### src/rtl/reflet_rom_pkg.sv
// Shared definitions for the ROM byte reader: FSM state encoding and byte-lane helpers.
package reflet_rom_pkg;

  typedef enum logic [1:0] {
    ST_IDLE    = 2'd0,
    ST_FETCH   = 2'd1,
    ST_CAPTURE = 2'd2
  } state_t;

  localparam logic LANE_LO = 1'b0;
  localparam logic LANE_HI = 1'b1;

  function automatic logic [7:0] select_byte(input logic [15:0] word, input logic lane);
    return (lane == LANE_HI) ? word[15:8] : word[7:0];
  endfunction

endpackage

### src/rtl/rom_byte_reader.sv
// Byte-wide reader in front of a 16-bit synchronous ROM, with a one-word buffer
// so consecutive bytes of the same word are served without a ROM fetch.
module rom_byte_reader
  import reflet_rom_pkg::*;
#(
  parameter int ROM_ADDR_W  = 9,
  parameter int BYTE_ADDR_W = ROM_ADDR_W + 1
) (
  input  logic                   clk,
  input  logic                   reset,
  input  logic                   req,
  input  logic [BYTE_ADDR_W-1:0] byte_addr,
  input  logic                   flush,
  output logic                   busy,
  output logic                   ready,
  output logic [7:0]             rdata,
  output logic                   rom_enable,
  output logic [ROM_ADDR_W-1:0]  rom_addr,
  input  logic [15:0]            rom_data
);

  state_t                state_reg, state_next;
  logic                  ready_reg, ready_next;
  logic                  busy_reg, busy_next;
  logic                  rom_enable_reg, rom_enable_next;
  logic [ROM_ADDR_W-1:0] rom_addr_reg, rom_addr_next;
  logic [7:0]            rdata_reg, rdata_next;
  logic [15:0]           buf_word_reg, buf_word_next;
  logic [ROM_ADDR_W-1:0] buf_addr_reg, buf_addr_next;
  logic                  buf_valid_reg, buf_valid_next;
  logic                  lane_reg, lane_next;

  logic [ROM_ADDR_W-1:0] word_idx;
  logic                  hit;

  assign word_idx = ROM_ADDR_W'(byte_addr[BYTE_ADDR_W-1:1]);
  // A flush in the same cycle as the request forces a refetch.
  assign hit      = buf_valid_reg && (word_idx == buf_addr_reg) && !flush;

  always_ff @(posedge clk or posedge reset) begin
    if (reset) begin
      state_reg      <= ST_IDLE;
      ready_reg      <= 1'b0;
      busy_reg       <= 1'b0;
      rom_enable_reg <= 1'b0;
      rom_addr_reg   <= '0;
      rdata_reg      <= '0;
      buf_word_reg   <= '0;
      buf_addr_reg   <= '0;
      buf_valid_reg  <= 1'b0;
      lane_reg       <= LANE_LO;
    end else begin
      state_reg      <= state_next;
      ready_reg      <= ready_next;
      busy_reg       <= busy_next;
      rom_enable_reg <= rom_enable_next;
      rom_addr_reg   <= rom_addr_next;
      rdata_reg      <= rdata_next;
      buf_word_reg   <= buf_word_next;
      buf_addr_reg   <= buf_addr_next;
      buf_valid_reg  <= buf_valid_next;
      lane_reg       <= lane_next;
    end
  end

  always_comb begin
    state_next      = state_reg;
    ready_next      = 1'b0;
    busy_next       = busy_reg;
    rom_enable_next = rom_enable_reg;
    rom_addr_next   = rom_addr_reg;
    rdata_next      = rdata_reg;
    buf_word_next   = buf_word_reg;
    buf_addr_next   = buf_addr_reg;
    buf_valid_next  = flush ? 1'b0 : buf_valid_reg;
    lane_next       = lane_reg;

    case (state_reg)
      ST_IDLE: begin
        if (req) begin
          if (hit) begin
            rdata_next = select_byte(buf_word_reg, byte_addr[0]);
            ready_next = 1'b1;
          end else begin
            rom_addr_next   = word_idx;
            rom_enable_next = 1'b1;
            busy_next       = 1'b1;
            lane_next       = byte_addr[0];
            state_next      = ST_FETCH;
          end
        end
      end
      ST_FETCH: begin
        state_next = ST_CAPTURE;
      end
      ST_CAPTURE: begin
        // The freshly captured word is valid even if a flush arrived mid-fetch.
        buf_word_next   = rom_data;
        buf_addr_next   = rom_addr_reg;
        buf_valid_next  = 1'b1;
        rdata_next      = select_byte(rom_data, lane_reg);
        ready_next      = 1'b1;
        rom_enable_next = 1'b0;
        busy_next       = 1'b0;
        state_next      = ST_IDLE;
      end
      default: begin
        state_next      = ST_IDLE;
        rom_enable_next = 1'b0;
        busy_next       = 1'b0;
      end
    endcase
  end

  assign busy       = busy_reg;
  assign ready      = ready_reg;
  assign rdata      = rdata_reg;
  assign rom_enable = rom_enable_reg;
  assign rom_addr   = rom_addr_reg;

endmodule

### config.mk
export PLATFORM = sky130hd
export DESIGN_NAME = rom_byte_reader
export DESIGN_NICKNAME = d
export VERILOG_FILES = /design/src/rtl/reflet_rom_pkg.sv /design/src/rtl/rom_byte_reader.sv
export SDC_FILE = /design/constraint.sdc
export NUM_CORES = 1
export LEC_CHECK = 0
export BUFFER_PORTS_ARGS = -buffer_cell sky130_fd_sc_hd__buf_2
export CAP_MARGIN = 20
export CORE_UTILIZATION = 40
export DETAILED_ROUTE_END_ITERATION = 12
export SLEW_MARGIN = 0
export SYNTH_ARGS = -nofsm -noshare
export SYNTH_HDL_FRONTEND = slang
export SYNTH_SLANG_ARGS = --single-unit
### constraint.sdc
create_clock -name clk -period 2.44 [get_ports clk]
set_input_delay 0 -clock clk [delete_from_list [all_inputs] [get_ports clk]]
set_output_delay 0 -clock clk [all_outputs]
set_load 0.005 [all_outputs]
==> PnR_summary.wiki <==
{| class="wikitable"
! Metric !! Value
|-
| Peak supply drop || 366.1 uV
|-
| Count of fill cells added during filler insertion || 470
|-
| Initial cell density of the core || 41.67%
|-
| Top-area cell type share of the netlist area || 52.34%
|-
| Worst hold path type || in -> reg
|-
| Register area share after synthesis || 52.34%
|-
| Combined flip-flop and latch cell area || 0.001201 sq mm
|-
| Summed instance area of the synthesized netlist || 0.002295 sq mm
|-
| Number of cells on the critical path || 7
|-
| Top cells by area in the synthesized netlist || dfrtp_1 52%, mux2_2 13%, mux2i_1 7.0%
|-
| Endpoint arrival time on the critical path || 2.01 ns
|-
| Total via count after detailed routing || 1654
|-
| Clock skew || 0.007145 ns
|-
| Number of flops mapped to enable cells by yosys || 0
|-
| Highest-delay cell along the critical path || dlygate4sd3_1
|-
| Type of the setup path with the least slack || in -> reg
|-
| Last weighted congestion value of the routability-driven placer || 0.7771
|-
| PortBufs || 49
|-
| Type of origin of the critical path || primary input
|-
| Leakage power of the design || 1.354 nW
|-
| GR Overflow Total || 0
|-
| Overall power consumption || 0.002779 W
|-
| Final count of hold timing violations || 0
|-
| Horiz. Die Dim || 77.74 microns
|-
| Syn avg cell area || 13.34 sq um
|-
| Number of cells on the worst reg-to-reg path || 5
|-
| Maximum fanout along the worst path || 9
|-
| Residual antenna-violating net count after detailed routing || 0
|-
| Number of vias per cell || 5.185
|-
| Relative max-transition margin || 64.67%
|-
| CTS root buffer || clkbuf_8
|-
| Number of standard cells after synthesis || 172
|-
| Number of clock buffers inserted by TritonCTS || 5
|-
| Global-route wire length before repair || 8045 microns
|-
| Final setup slack of the worst path || 0.6186 ns
|-
| Aggregate negative setup slack || 0 ns
|-
| Cell type with the largest total area after synthesis || dfrtp_1
|-
| Critical Path Sink || rom_addr[2]$_DFFE_PP0P_
|-
| Final setup fails || 0
|-
| Number of antenna violations at the first check in global routing || 0
|-
| Vertical extent of the die || 77.74 microns
|-
| Final worst path period share || 74.65%
|-
| Post-CTS Setup Bufs || 0
|-
| Total nets after synthesis || 202
|-
| Reg clk slew, reported paths || 0.09 ns
|-
| Worst flop-to-flop path startpoint || buf_addr_reg[6]$_DFFE_PP0P_
|-
| Pre-antenna DRT Iters || 5
|-
| Per-cell routed wire length || 15.33 microns
|-
| Top achievable clock speed || 549.0 MHz
|-
| Area of combinational cells with multiple inputs || 999.7 sq um
|-
| Sink Count || 48
|-
| Most instantiated flip-flop cell in the synthesis netlist || dfrtp_1
|-
| Synthesis-stage register bit count || 48
|-
| H-tree depth || 2
|-
| Number of pins exceeding their max-slew limit in the final report || 0
|-
| Sum of net half-perimeters after detailed placement || 3271 microns
|-
| Final critical delay including setup and external delays || 1.821 ns
|-
| Pin count of the biggest net entering global routing || 49
|-
| Number of global-route vias before repair || 1680
|-
| Number of warning messages in the yosys log || 0
|-
| Clock tree from TritonCTS || yes
|-
| CP Buf/Inv Count || 3
|-
| Top-level I/O count || 50
|-
| Startpoint of the tightest hold check path || flush
|-
| FFs w/ async S/R, synth || 100.0%
|-
| Required time at the worst-slack endpoint || 2.63 ns
|-
| Crit path capture type || flip-flop
|-
| Source of the critical timing path || byte_addr[7]
|-
| Net count, final || 276
|-
| Critical Path Max Stage Delay || 0.56 ns
|-
| Flip-flop count of the largest register after layout || 16
|-
| Post-synthesis to final-layout area growth || 29.88%
|-
| R2r endpoint || rom_addr[2]$_DFFE_PP0P_
|-
| Critical path's top delay family || buffers and inverters
|-
| Power per unit of standard cell area || 932.3 mW/mm^2
|-
| Number of violations of the max-capacitance limit || 0
|-
| Floorplan row count || 27
|-
| DRC || 0
|-
| Number of DRC markers after the initial detailed-route iteration || 68
|-
| List of most frequent post-synthesis cells || 48 x dfrtp_1, 27 x mux2_2, 16 x mux2i_1
|-
| CTS Buffer Depth || 2
|-
| Number of distinct library cells after synthesis || 22
|-
| GRT Resource Usage Total || 17.36%
|-
| Unrepaired setup endpoints after global routing || false
|-
| Setup slack of the most critical reg-to-reg path || 0.63 ns
|-
| Result of the run || completed
|-
| Placeable core region || 0.005507 sq mm
|-
| Most frequently used cell type in the post-synthesis netlist || dfrtp_1
|-
| Slew @ Worst Pin || 0.5300 ns
|-
| Number of antenna repair diodes || 0
|-
| Clock latency at the later pin of the worst-skew pair || 0.30 ns
|-
| Fraction of layout instances using a drive strength above 1 || 40.89%
|-
| DRT Wirelength || 4891 microns
|-
| Worst Setup Slack post-DPL || 0.6313 ns
|-
| Die outline area || 0.006044 sq mm
|-
| CP cell instances || dlygate4sd3_1 > buf_2 > xnor2_1 > and4_1 > a311oi_4 > buf_4 > mux2_4
|}
==> per-stage QoR <==
step / util [%] / cells / hold WS, ns / instance area, sq um
floorplan: - / 172 / 0.1480 / 2295
global placement: 47.08 / 284 / 0.2489 / 2592
detailed placement: 47.08 / 284 / 0.2517 / 2592
CTS: 53.76 / 318 / 0.01241 / 2960
global route: 54.12 / 319 / 0.03764 / 2980
finish: 54.12 / 319 / 0.01208 / 2980
==> how the worst min path moves through the flow <==
stage	to	slack (ns)	depth (start not counted)
floorplan	rom_addr[1]$_DFFE_PP0P_	0.15	1
global route	buf_valid_reg$_DFFE_PP0P_	0.04	3
CTS	buf_valid_reg$_DFFE_PP0P_	0.01	3
detailed placement	buf_word_reg[1]$_DFFE_PP0P_	0.25	2
global placement	buf_word_reg[13]$_DFFE_PP0P_	0.25	2
finish	buf_valid_reg$_DFFE_PP0P_	0.01	3
==> power by group <==
part	internal (W)	total (W)	switching, W	leakage [nW]
clock network	0.000304	0.000567	0.000263	0.0552
logic	0.000527	0.000906	0.000380	0.728
registers	0.00110	0.00130	0.000210	0.571
==> tightest hold or removal path, stage by stage <==
cell      delay (ns)
buf_2           0.07
nand2b_1        0.14
nand2_1         0.06
==> final cells by class <==
type	count	area share (%)
timing repair buffer	82	19.14
clock inverter	2	1.175
tap	72	3.023
sequential	48	40.30
multi-input combinational	106	33.54
inverter	3	0.3778
clock buffer	6	2.435
==> layer usage <==
metal  track usage [%]  wire length (microns)
met3             4.000                    173
met1             23.05                   2351
met2             27.61                   2284
met4             6.415                     82
met5                 0                      0
==> timing repair <==
action                                 4_1_cts  5_1_grt
hold buffers                                26        0
endpoints found under the hold margin       74        0
resized for setup                            0        0
==> cell families (layout without fill, tap and decap cells) <==
kind of cell | after synthesis | after routing | share of synthesized area [%]
mux | 51 | 51 | 25.46
flops | 48 | 48 | 52.34
compound gates | 27 | 27 | 10.14
simple gates | 19 | 19 | 4.526
buf+inv | 18 | 93 | 4.089
xor+xnor | 9 | 9 | 3.435
==> cells in the final DEF (no fill, tap or decap), types with 2 or more instances in the layout <==
| cell type | count |
|---|---|
| inv_1 | 2 |
| mux2_4 | 8 |
| buf_4 | 6 |
| nand2_1 | 9 |
| mux2i_1 | 16 |
| clkbuf_8 | 5 |
| mux2_2 | 27 |
| nor2b_1 | 3 |
| nand2b_1 | 3 |
| o41ai_1 | 9 |
| nand4_1 | 2 |
| o22ai_1 | 8 |
| dfrtp_1 | 48 |
| a41oi_1 | 8 |
| xnor2_1 | 9 |
| buf_2 | 49 |
| dlygate4sd3_1 | 26 |
Note: power is estimated with default switching activity, not from simulation.
